[src/rtl/imem_loader.sv]
// Boot loader: receives a length-prefixed, checksummed byte image, writes
// little-endian 32-bit words into IMEM and releases core reset on success.
module imem_loader #(
    parameter int IMEM_DEPTH = 256,
    parameter int ADDR_W     = 8
) (
    input  logic              clk,
    input  logic              rst_n,
    input  logic              start,
    input  logic              s_valid,
    input  logic [7:0]        s_data,
    output logic              s_ready,
    output logic              imem_we,
    output logic [ADDR_W-1:0] imem_addr,
    output logic [31:0]       imem_wdata,
    output logic              core_rst_n,
    output logic              load_done,
    output logic              load_err,
    output logic [ADDR_W:0]   words_loaded
);

    localparam logic [2:0] IDLE   = 3'd0;
    localparam logic [2:0] LEN_LO = 3'd1;
    localparam logic [2:0] LEN_HI = 3'd2;
    localparam logic [2:0] DATA   = 3'd3;
    localparam logic [2:0] CSUM   = 3'd4;
    localparam logic [2:0] DONE   = 3'd5;
    localparam logic [2:0] ERROR  = 3'd6;

    localparam logic [15:0] DEPTH16 = 16'(IMEM_DEPTH);

    logic [2:0]        state_q, state_d;
    logic [7:0]        len_lo_q, len_lo_d;
    logic [ADDR_W:0]   len_q, len_d;
    logic [1:0]        bidx_q, bidx_d;
    logic [23:0]       buf_q, buf_d;
    logic [31:0]       sum_q, sum_d;
    logic              s_ready_q, s_ready_d;
    logic              we_q, we_d;
    logic [ADDR_W-1:0] addr_q, addr_d;
    logic [31:0]       wdata_q, wdata_d;
    logic              core_rst_n_q, core_rst_n_d;
    logic              done_q, done_d;
    logic              err_q, err_d;
    logic [ADDR_W:0]   wcnt_q, wcnt_d;

    logic        accept;
    logic [31:0] word;
    logic [15:0] len16;

    assign accept = s_valid & s_ready_q;
    // Bytes shift in from the top, so after three bytes buf_q = {b2,b1,b0}.
    assign word   = {s_data, buf_q};
    assign len16  = {s_data, len_lo_q};

    always_comb begin
        state_d  = state_q;
        len_lo_d = len_lo_q;
        len_d    = len_q;
        bidx_d   = bidx_q;
        buf_d    = buf_q;
        sum_d    = sum_q;
        we_d     = 1'b0;
        addr_d   = addr_q;
        wdata_d  = wdata_q;
        wcnt_d   = wcnt_q;

        case (state_q)
            IDLE, DONE, ERROR: begin
                if (start) begin
                    state_d = LEN_LO;
                    wcnt_d  = '0;
                    bidx_d  = '0;
                    sum_d   = '0;
                end
            end
            LEN_LO: begin
                if (accept) begin
                    len_lo_d = s_data;
                    state_d  = LEN_HI;
                end
            end
            LEN_HI: begin
                if (accept) begin
                    bidx_d = '0;
                    if (len16 == 16'd0) begin
                        state_d = CSUM;
                    end else if (len16 > DEPTH16) begin
                        state_d = ERROR;
                    end else begin
                        len_d   = len16[ADDR_W:0];
                        state_d = DATA;
                    end
                end
            end
            DATA: begin
                if (accept) begin
                    bidx_d = bidx_q + 2'd1;
                    if (bidx_q == 2'd3) begin
                        we_d    = 1'b1;
                        addr_d  = wcnt_q[ADDR_W-1:0];
                        wdata_d = word;
                        wcnt_d  = wcnt_q + 1'b1;
                        sum_d   = sum_q + word;
                        if (wcnt_q + 1'b1 == len_q) begin
                            state_d = CSUM;
                        end
                    end else begin
                        buf_d = {s_data, buf_q[23:8]};
                    end
                end
            end
            CSUM: begin
                if (accept) begin
                    bidx_d = bidx_q + 2'd1;
                    if (bidx_q == 2'd3) begin
                        state_d = (word == sum_q) ? DONE : ERROR;
                    end else begin
                        buf_d = {s_data, buf_q[23:8]};
                    end
                end
            end
            default: state_d = IDLE;
        endcase

        // Status flops track the next state so they line up with state_q.
        s_ready_d    = (state_d == LEN_LO) || (state_d == LEN_HI) ||
                       (state_d == DATA)   || (state_d == CSUM);
        core_rst_n_d = (state_d == DONE);
        done_d       = (state_d == DONE);
        err_d        = (state_d == ERROR);
    end

    always_ff @(posedge clk or negedge rst_n) begin
        if (!rst_n) begin
            state_q      <= IDLE;
            len_lo_q     <= '0;
            len_q        <= '0;
            bidx_q       <= '0;
            buf_q        <= '0;
            sum_q        <= '0;
            s_ready_q    <= 1'b0;
            we_q         <= 1'b0;
            addr_q       <= '0;
            wdata_q      <= '0;
            core_rst_n_q <= 1'b0;
            done_q       <= 1'b0;
            err_q        <= 1'b0;
            wcnt_q       <= '0;
        end else begin
            state_q      <= state_d;
            len_lo_q     <= len_lo_d;
            len_q        <= len_d;
            bidx_q       <= bidx_d;
            buf_q        <= buf_d;
            sum_q        <= sum_d;
            s_ready_q    <= s_ready_d;
            we_q         <= we_d;
            addr_q       <= addr_d;
            wdata_q      <= wdata_d;
            core_rst_n_q <= core_rst_n_d;
            done_q       <= done_d;
            err_q        <= err_d;
            wcnt_q       <= wcnt_d;
        end
    end

    assign s_ready      = s_ready_q;
    assign imem_we      = we_q;
    assign imem_addr    = addr_q;
    assign imem_wdata   = wdata_q;
    assign core_rst_n   = core_rst_n_q;
    assign load_done    = done_q;
    assign load_err     = err_q;
    assign words_loaded = wcnt_q;

endmodule

[config.mk]
export PLATFORM = sky130hd
export DESIGN_NAME = imem_loader
export DESIGN_NICKNAME = d
export VERILOG_FILES = /design/src/rtl/imem_loader.sv
export SDC_FILE = /design/constraint.sdc
export NUM_CORES = 1
export LEC_CHECK = 0
export ABC_CLOCK_PERIOD_IN_PS = 3100
export BUFFER_PORTS_ARGS = -buffer_cell sky130_fd_sc_hd__buf_2
export CORE_MARGIN = 2
export CORE_UTILIZATION = 25
export DETAILED_ROUTE_END_ITERATION = 10
export SYNTH_ARGS = -nofsm -noshare
export SYNTH_HDL_FRONTEND = slang
export SYNTH_SLANG_ARGS = --single-unit
[constraint.sdc]
create_clock -name clk -period 3.1 [get_ports clk]
set_input_delay 0 -clock clk [delete_from_list [all_inputs] [get_ports clk]]
set_output_delay 0 -clock clk [all_outputs]
set_load 0.05 [all_outputs]
==> reports/metrics.cfg, run 1 <==
[synthesis]
synth.avg_cell_area_sq_um = 9.424
synth_edf_count = 0
netlist_instances = 754
synth-simple-area-share = 0.1845
synth-xor-area-share = 0.04930
synth_compound_area_frac = 0.1470
synth-seq-cells = 131
ys_seq_area_frac = 0.4613
syn_area_sq_um = 7106
synth_fa_ha_area_frac = 0.06093
synth_top_family_by_area = simple AND/OR/NAND/NOR gates
synth_cell_types = 64
ys_async_sr_fraction = 1.000
yosys_warnings = 0
synthMuxAreaShare = 0.06638
ys.flop_type = dfrtp_1
synth_nets = 800

[detailed_routing]
drtIter0Drc = 354
drt_wl_total_mm = 18.90
wire_per_inst_um = 15.60
vias = 5720
via_per_inst = 4.719
ant_nets = 0
drc_errors = 0
drtPass1Iterations = 5

[clock_network]
cts_buffer_depth = 2
cts_buffers = 17
post-cts-setup-buffers = 0
clkSlewWorstSetupHoldPaths_ns = 0.06
clock-root-buffer = clkbuf_16
htree_levels = 4
clkLatencyLatePin_ns = 0.43
numClockSinks = 131
cts_tree = yes

[setup_path]
cp_num_buf_inv = 1
worstPathArrival_ns = 3.16
worstPathRequired_ns = 3.38
slowest_delay_ns = 0.43
worstRegToRegCells = 11
crit_fanout = 3
r2r_start = buf_q[0]
cp_common_cell = o21ai_0
path_cells = ha_1, fa_1, a211oi_1, buf_4, o21bai_1, a21o_1, a31oi_1, o21ai_0, a21oi_1, xor2_1, o21ai_0
path_delay_family = compound AO/OA/AOI/OAI gates
start_kind = flop
crit_type = flop to flop
crit_path_end_kind = flop
rrSetupSlack_ns = 0.22
cp_slowest_cell = fa_1
reg2reg_to = sum_q[20]

[timing]
grt_setup_unrepaired = no
period_share = 0.9301
fin_crit_ns = 2.883
setup_viol = 0
final_critical_path_setup_slack_ns = 0.2168
maxSlewViolCount = 0
fmax_mhz = 346.8
final-hold-violation-count = 0
tns_ns = 0
worst_pin_slew_ns = 0.7786
fin_skew_ns = 0.01283
maxSlewHeadroom = 0.4809

[pwr]
power_density_nw_per_um2 = 828.1
p_seq_frac = 0.358
internal_power_uw = 4211
vdd_ir_drop_max_v = 0.0004034
power_frac_clock = 0.286
switchingPower_uw = 2880
leakagePower_uw = 0.004076
p_comb_frac = 0.356
swShare = 0.4061

[run_status]
outcome = finished, final reports clean

[die]
initial_core_util = 0.2551
design.core.area_sq_um = 27860
dieArea_sq_um = 29790
die_h_um = 172.6
die_x_um = 172.6
ios = 66
row_count = 61

[hold_path]
min_from = start
hold_path.class = input port to flop
hold_end = sum_q[27]
holdPathStages = 4

[job]
max_cap_violations = 0

[global_route]
track_usage = 0.1328
grt_pass1_vias = 5728
grt_pass1_wl_mm = 31.72
grt_overflow = 0
grt_max_degree = 81
antenna_found_initial = 1

[placement]
port_buffers = 65
place_congestion = 0.8955
dp_hpwl_mm = 13.11
dp_slack_ns = 0.2380

[final_layout]
drive_gt1_frac = 0.2005
area_growth_pct = 20.51
fin_nets = 866

power groups by stage:
stage / logic (uW) / clock network (uW) / registers [uW]
after floorplan: 1390 / 0 / 2930
after global routing: 2750 / 2160 / 2610
final: 2530 / 2030 / 2540
after CTS: 2540 / 2080 / 2550
after detailed placement: 2530 / 0 / 2570
after global placement: 2490 / 0 / 2560
per-stage QoR:
step	cell area, sq um	total power (uW)	util	instances	hold WS, ns
global placement	7880	5056	0.2829	1170	0.09101
finish	8563	7091	0.3074	1212	0.1589
CTS	8561	7163	0.3073	1211	0.1360
detailed placement	7880	5096	0.2829	1170	0.1048
floorplan	7106	4321	-	754	-0.2956
global route	8561	7523	0.3073	1211	0.2059
cell type report:
class,instances,area [sq um]
inverters,11,41.29
well taps,378,473.0
multi-input cells,570,3631
repair buffers,89,546.8
clock inverters,14,151.4
fillers,2911,19290
diodes,1,2.502
clock buffers,18,439.2
flip-flops and latches,131,3278
sequential cells by signal (all words and copies together), names as in the netlist:
register      cells
imem_wdata       32
buf_q            24
load_done         1
len_lo_q          8
sum_q            32
imem_we           1
bidx_q            2
imem_addr         8
state_q           3
len_q             9
words_loaded      9
s_ready           1
load_err          1
what timing repair did:
action,4_1_cts,5_1_grt
hold endpoints to repair,100,0
hold buffers,9,0
resized for setup,0,0
worst max-delay path by stage:
stage	from	endpoint	slack [ns]	cells after the start
after floorplan	buf_q[0]	sum_q[24]	0.41	10
after global placement	buf_q[0]	sum_q[28]	0.32	11
after detailed placement	buf_q[0]	sum_q[20]	0.24	11
after CTS	buf_q[0]	sum_q[28]	0.22	11
after global routing	buf_q[0]	sum_q[20]	0.03	11
final	buf_q[0]	sum_q[20]	0.22	11
Yosys cell counts, types with 3 or more instances:
master | number | area [sq um]
o21bai_1 | 7 | 52.55
a21o_1 | 14 | 105.1
o21ai_0 | 45 | 225.2
or3_1 | 3 | 18.77
dfrtp_1 | 131 | 3278
nor4_1 | 11 | 68.82
o21a_1 | 3 | 22.52
ha_1 | 33 | 412.9
xnor2_1 | 23 | 201.4
o31ai_1 | 6 | 45.04
o211ai_1 | 7 | 52.55
clkbuf_1 | 29 | 108.9
nor2_1 | 27 | 101.4
or4_1 | 3 | 22.52
a21oi_1 | 29 | 145.1
o21ai_1 | 19 | 95.09
xor2_1 | 17 | 148.9
mux2_2 | 41 | 461.7
nor3_1 | 9 | 45.04
and2_1 | 3 | 18.77
a211oi_1 | 7 | 52.55
buf_2 | 11 | 55.05
nand4_1 | 11 | 68.82
and3_1 | 6 | 37.54
nand3_1 | 11 | 55.05
a31oi_1 | 5 | 31.28
nand2b_1 | 3 | 18.77
nand2_1 | 187 | 701.9
a22o_1 | 4 | 35.03
inv_1 | 10 | 37.54
cells in the final DEF (no fill, tap or decap), types with 3 or more instances in the layout:
| cell type | netlist | layout |
|---|---|---|
| buf_2 | 11 | 64 |
| xnor2_1 | 23 | 23 |
| or3_1 | 3 | 3 |
| clkbuf_16 | 0 | 17 |
| ha_1 | 33 | 33 |
| o21ai_1 | 19 | 19 |
| dfrtp_1 | 131 | 131 |
| nor4_1 | 11 | 11 |
| o211ai_1 | 7 | 7 |
| a211oi_1 | 7 | 7 |
| mux2_2 | 41 | 41 |
| nand3_1 | 11 | 11 |
| clkinv_2 | 0 | 3 |
| inv_1 | 10 | 9 |
| nand4_1 | 11 | 11 |
| and3_1 | 6 | 6 |
| o31ai_1 | 6 | 6 |
| or4_1 | 3 | 3 |
| o21ai_0 | 45 | 45 |
| a21o_1 | 14 | 14 |
| and2_1 | 3 | 3 |
| xor2_1 | 17 | 17 |
| nand2_1 | 187 | 186 |
| o21a_1 | 3 | 3 |
| nor2_1 | 27 | 27 |
| buf_4 | 1 | 14 |
| dlygate4sd3_1 | 0 | 9 |
| inv_6 | 0 | 4 |
| nand2b_1 | 3 | 3 |
| a21oi_1 | 29 | 29 |
| a31oi_1 | 5 | 5 |
| clkinv_4 | 0 | 3 |
| o21bai_1 | 7 | 7 |
| a22o_1 | 4 | 4 |
| nor3_1 | 9 | 8 |
cells by family after synthesis:
group / after synthesis
fa+ha+maj: 34
xor+xnor: 40
compound gates: 165
buf+inv: 53
mux: 42
flops: 131
simple gates: 289
layer usage:
layer  vias up  routed length, um  GRT usage
met4         0                226    0.04131
met2       115               8556     0.2048
met3        16                582    0.02726
met5         -                  0          0
li1       2801                  -          -
met1      2788               9536     0.1867
worst reg2reg max path: cells and delay by family, from the launching register on:
kind,cells,cell delay [ns]
DFF,1,0.39
buffers and inverters,1,0.17
xor gates and xnor gates,1,0.15
adders and majority gates,2,0.69
AOI/OAI and AO/OA,7,1.33
Note: power is estimated with default switching activity, not from simulation.
==> run 2: changes to the inputs <==
- BUFFER_PORTS_ARGS: -buffer_cell sky130_fd_sc_hd__buf_2 -> -buffer_cell sky130_fd_sc_hd__buf_4
- PLACE_DENSITY: not set -> 0.36
==> run 2 against run 1 <==
Fmax fell by 0.14%; sequential power barely moved; sequential cell count did not move; clock skew rose by 0.0072 ns; clock power rose by 7%.
==> reports/metrics.cfg, run 2 (synthesized netlist as in run 1, its figures left out) <==
[global_route]
grt_max_degree = 85
grt_overflow = 0
antenna_found_initial = 0
grt_pass1_vias = 5926
track_usage = 0.1471
grt_pass1_wl_mm = 34.60

[clock_network]
post-cts-setup-buffers = 0
cts_tree = yes
clkLatencyLatePin_ns = 0.43
htree_levels = 4
numClockSinks = 131
clock-root-buffer = clkbuf_16
cts_buffer_depth = 2
cts_buffers = 17
clkSlewWorstSetupHoldPaths_ns = 0.06

[die]
initial_core_util = 0.2551
die_x_um = 172.6
design.core.area_sq_um = 27860
row_count = 61
dieArea_sq_um = 29790
ios = 66
die_h_um = 172.6

[timing]
tns_ns = 0
maxSlewHeadroom = 0.4552
worst_pin_slew_ns = 0.7966
grt_setup_unrepaired = no
period_share = 0.9314
final_critical_path_setup_slack_ns = 0.2127
final-hold-violation-count = 0
fin_skew_ns = 0.02003
maxSlewViolCount = 0
fmax_mhz = 346.3
setup_viol = 0
fin_crit_ns = 2.887

[setup_path]
crit_fanout = 4
crit_path_end_kind = flop
crit_type = flop to flop
start_kind = flop
worstPathArrival_ns = 3.19
r2r_start = buf_q[0]
worstPathRequired_ns = 3.40
cp-startpoint = buf_q[0]
cp_slowest_cell = dfrtp_1
slowest_delay_ns = 0.41
path_cells = ha_1, fa_2, a211oi_2, buf_4, o21ai_1, o211ai_1, o21ai_1, a2111oi_2, buf_4, o31a_1, or4b_1, nand3_1

[job]
max_cap_violations = 0

[placement]
port_buffers = 65
place_congestion = 0.8456
dp_slack_ns = 0.1502
dp_hpwl_mm = 14.66
placed_cell_area_sq_um = 8133
dp_cells = 1179

[pwr]
internal_power_uw = 4520
power_density_nw_per_um2 = 842.7
vdd_ir_drop_max_v = 0.0003289
switchingPower_uw = 2945
p_comb_frac = 0.371
swShare = 0.3945
power_uw = 7465
p_seq_frac = 0.337
power_frac_clock = 0.292
leakagePower_uw = 0.004143

[hold_path]
hold_path.class = input port to flop
min_from = start

[final_layout]
drive_gt1_frac = 0.2105
fin_nets = 875
final_cell_mix = nand2_1 (186), dfrtp_1 (131), buf_4 (85), o21ai_0 (45), mux2_2 (41)
register_area_sq_um = 3278
stdcell_count = 1219
fillers = 2912
multi_input_area_sq_um = 3642
layout_commonest_cell = nand2_1
fin_area_sq_um = 8859
n_antenna_cell = 0
area_growth_pct = 24.67

[detailed_routing]
top_layer = met4
ant_nets = 0
wire_per_inst_um = 17.51
drtPass1Iterations = 5
dr_wl_met3_um = 631
wl_met2_mm = 9.554
met1_length_mm = 10.84
drtIter0Drc = 462
drt_wl_total_mm = 21.35
drc_errors = 0
via_per_inst = 4.752
vias = 5793

[run_status]
outcome = finished, final reports clean

[run 2: cell types whose count changed in the layout (fill, tap and decap cells not counted), moves of 2 or more]
cell / before / now
buf_2: 64 / 0
inv_6: 4 / 1
bufinv_16: 2 / 4
buf_12: 1 / 3
clkinvlp_4: 2 / 4
clkinv_2: 3 / 1
buf_4: 14 / 85
[run 2: what timing repair did]
| action | CTS | global route |
|---|---|---|
| endpoints found under the hold margin | 108 | 0 |
| endpoints found under the setup margin | 0 | 5 |
| gates resized for setup | 0 | 3 |
| hold buffers | 9 | 0 |
[run 2: per-stage QoR]
step,utilization,hold WS (ns)
CTS,0.3176,0.1418
detailed placement,0.2919,0.1525
finish,0.3180,0.1601
global route,0.3180,0.2046
floorplan,-,-0.2956
global placement,0.2919,0.1489
[run 2: per-layer routing]
metal,track usage,vias to the layer above
li1,-,2808
met1,0.2119,2851
met2,0.2272,112
met3,0.02023,22
met4,0.04736,0
met5,0,-
[run 2: layout make-up]
type	count	area share
Sequential cell	131	0.3701
Timing Repair Buffer	98	0.09025
Clock buffer	19	0.05000
Multi-Input combinational cell	570	0.4112
Inverter	11	0.004661
Clock inverter	12	0.02048
Tap cell	378	0.05339
[run 2: critical path, delay by kind of cell (launching register included)]
kind                     cells  cell delay, ns
AO/OA/AOI/OAI                6            1.17
adder cells (fa/ha/maj)      2            0.64
buffers and inverters        2            0.34
flip-flops                   1            0.41
AND/OR/NAND/NOR              2            0.20
[run 2: power groups by stage]
stage          sequential, uW  combinational [uW]  clock (uW)
2_1_floorplan            2930                1390           0
3_3_place_gp             2540                2770           0
3_5_place_dp             2550                2780           0
4_1_cts                  2530                2800        2250
5_1_grt                  2580                3030        2320
6_report                 2520                2770        2180
[run 2: worst paths after layout]
check	cells past startpoint	end	slack, ns
min	6	load_err	0.16
min in group asynchronous	2	imem_wdata[15]	0.22
min reg2reg	2	imem_addr[5]	0.47
max reg2reg	12	sum_q[28]	0.21
max	12	sum_q[28]	0.21
max in group asynchronous	3	buf_q[8]	2.07
==> run 3: changes to the inputs <==
- ABC_AREA: not set -> 1
==> run 3 against run 2 <==
Via count rose by 14%; area after synthesis grew 4.8%; first-iteration DRC count is 27% lower; sequential power down 6%; critical path type unchanged; largest cell class unchanged.
==> reports/metrics.cfg, run 3 <==
[placement]
dp_hpwl_mm = 18.41
dp_cells = 1426
port_buffers = 65
place_congestion = 0.8293

[global_route]
use_met1 = 0.2261
grt_use_met3 = 0.02642
grt_pass1_wl_mm = 39.11
busiest_layer = met2
use_met2 = 0.2721
grt_pass1_vias = 6781
grt_max_degree = 72
track_usage = 0.1649
grt_overflow = 0
antenna_found_initial = 0

[pwr]
switchingPower_uw = 2785
swShare = 0.4057
p_comb_frac = 0.329
power_frac_clock = 0.325
vdd_ir_drop_max_v = 0.0004044
internal_power_uw = 4080
p_seq_frac = 0.346
power_density_nw_per_um2 = 754.2
power_uw = 6865
leakagePower_uw = 0.004479

[timing]
fmax_mhz = 397.7
fin_skew_ns = 0.01622
period_share = 0.8112
tns_ns = 0
maxSlewHeadroom = 0.5204
maxSlewViolCount = 0
grt_setup_unrepaired = no
final-hold-violation-count = 0
worst_pin_slew_ns = 0.7194
fin_crit_ns = 2.515
setup_viol = 0

[clock_network]
cts_buffer_depth = 2
clkSlewWorstSetupHoldPaths_ns = 0.06
cts_tree = yes
htree_levels = 4
post-cts-setup-buffers = 0
cts_buffers = 17
clock-root-buffer = clkbuf_16
numClockSinks = 131
clkLatencyLatePin_ns = 0.43
cts.repair.resized = 0
holdBufCountCts = 9

[synthesis]
syn_area_sq_um = 7448
ys.flop_type = dfrtp_1
synth.top_cell.area_share = 0.4401
synth-seq-cells = 131
yosysMostFrequentCell = nand2_1
ys_seq_area_frac = 0.4401
synth_cell_types = 46
synth_nets = 1032
ys_async_sr_fraction = 1.000
synth.avg_cell_area_sq_um = 7.554
yosysTopAreaCell = dfrtp_1
ys_top_cells_by_count = nand2_1 (304), dfrtp_1 (131), o21ai_0 (114)
yosys_warnings = 0
netlist_instances = 986
synth_area_leaders = dfrtp_1 (44%), nand2_1 (15%), o21ai_0 (7.7%), inv_1 (5.7%), ha_1 (5.5%)
synth_edf_count = 0

[setup_path]
worstPathRequired_ns = 3.41
path_cells = ha_1, xnor2_1, nand3_1, nor2_1, nand4_1, nor2_1, nand3_1, nand2_2, nand3_2, nand2_1, nand2_1
crit_type = flop to flop
crit_path_end_kind = flop
worstPathArrival_ns = 2.83
slowest_delay_ns = 0.50
cp_slowest_cell = dfrtp_1
crit_fanout = 7
start_kind = flop

[final_layout]
n_antenna_cell = 0
drive_gt1_frac = 0.1226
post-route-util = 0.3088
multi_input_area_sq_um = 3615
layout_commonest_cell = nand2_1
fillers = 3270
register_area_sq_um = 3278
fin_nets = 1110
area_growth_pct = 22.21
final_cell_mix = nand2_1 (304), dfrtp_1 (131), o21ai_0 (114), inv_1 (113), buf_4 (71)
stdcell_count = 1467

[run_status]
outcome = finished, final reports clean

[die]
row_count = 63
initial_core_util = 0.2527
ios = 66
dieArea_sq_um = 31190
die_x_um = 176.6
die_h_um = 176.6
design.core.area_sq_um = 29480

[detailed_routing]
drc_errors = 0
ant_nets = 0
vias = 6585
drtIter0Drc = 335
drtPass1Iterations = 4
drt_wl_total_mm = 24.32
via_per_inst = 4.489
wire_per_inst_um = 16.58

[job]
max_cap_violations = 0

[hold_path]
hold_path.class = input port to flop

## run 3: cell count changes in the layout (fill, tap and decap cells not counted), sizes merged, moves of 15 or more
cell,change
buf,-16
nor2,+46
nand2,+120
nand3,+43
inv,+108
o21ai,+59
xnor2,-18
mux2,-41
a21oi,+15
## run 3: cell families after synthesis
logic type / count (synthesis) / share of synthesized area
and+or+nand+nor: 469 / 0.2646
AOI/OAI and AO/OA: 204 / 0.1520
buffers and inverters: 139 / 0.07458
DFF: 131 / 0.4401
adders and majority gates: 34 / 0.05812
xor gates and xnor gates: 9 / 0.01058
## run 3: power groups by stage
stage,Combinational [uW],Sequential [uW],Clock [uW]
after detailed placement,2290,2420,0
after global placement,2300,2420,0
final,2260,2370,2230
after CTS,2300,2390,2300
after global routing,2570,2430,2360
after floorplan,1330,2560,0
## run 3: worst paths after layout
kind,from,endpoint,slack (ns),depth (start not counted)
worst max-delay path,words_loaded[0],s_ready,0.59,11
worst min-delay path,s_data[0],imem_wdata[24],0.04,3
worst max register to register,words_loaded[0],s_ready,0.59,11
worst min register to register,imem_wdata[3],imem_wdata[3],0.48,2
max in group asynchronous,rst_n,sum_q[9],2.11,3
min in group asynchronous,rst_n,imem_addr[3],0.16,2
## run 3: cell type report
class                   instances  area share
multi-input cells             716      0.3971
flip-flops and latches        131      0.3601
repair buffers                 82     0.07189
well taps                     390     0.05361
inverters                     116     0.04797
clock buffers                  18     0.04715
clock inverters                14     0.02213
## run 3: per-layer routing
metal / vias to the layer above / wire length (um)
li1: 3385 / -
met1: 3116 / 12220
met2: 71 / 11360
met3: 13 / 472
met4: 0 / 275
met5: - / 0
## run 3: critical path, delay by kind of cell (launching register included)
| kind | cells | cell delay, ns |
|---|---|---|
| XOR/XNOR | 1 | 0.41 |
| flip-flops | 1 | 0.50 |
| AND/OR/NAND/NOR | 9 | 1.09 |
| adder cells (fa/ha/maj) | 1 | 0.40 |
## run 3: stage by stage
stage	setup WS, ns	hold slack (ns)	area, sq um
after global routing	0.4342	0.06407	9102
after global placement	0.4904	0.09106	8382
after detailed placement	0.4919	0.08745	8382
final	0.5854	0.03886	9102
after floorplan	0.9986	-0.2956	7448
after CTS	0.4835	0.03818	9102
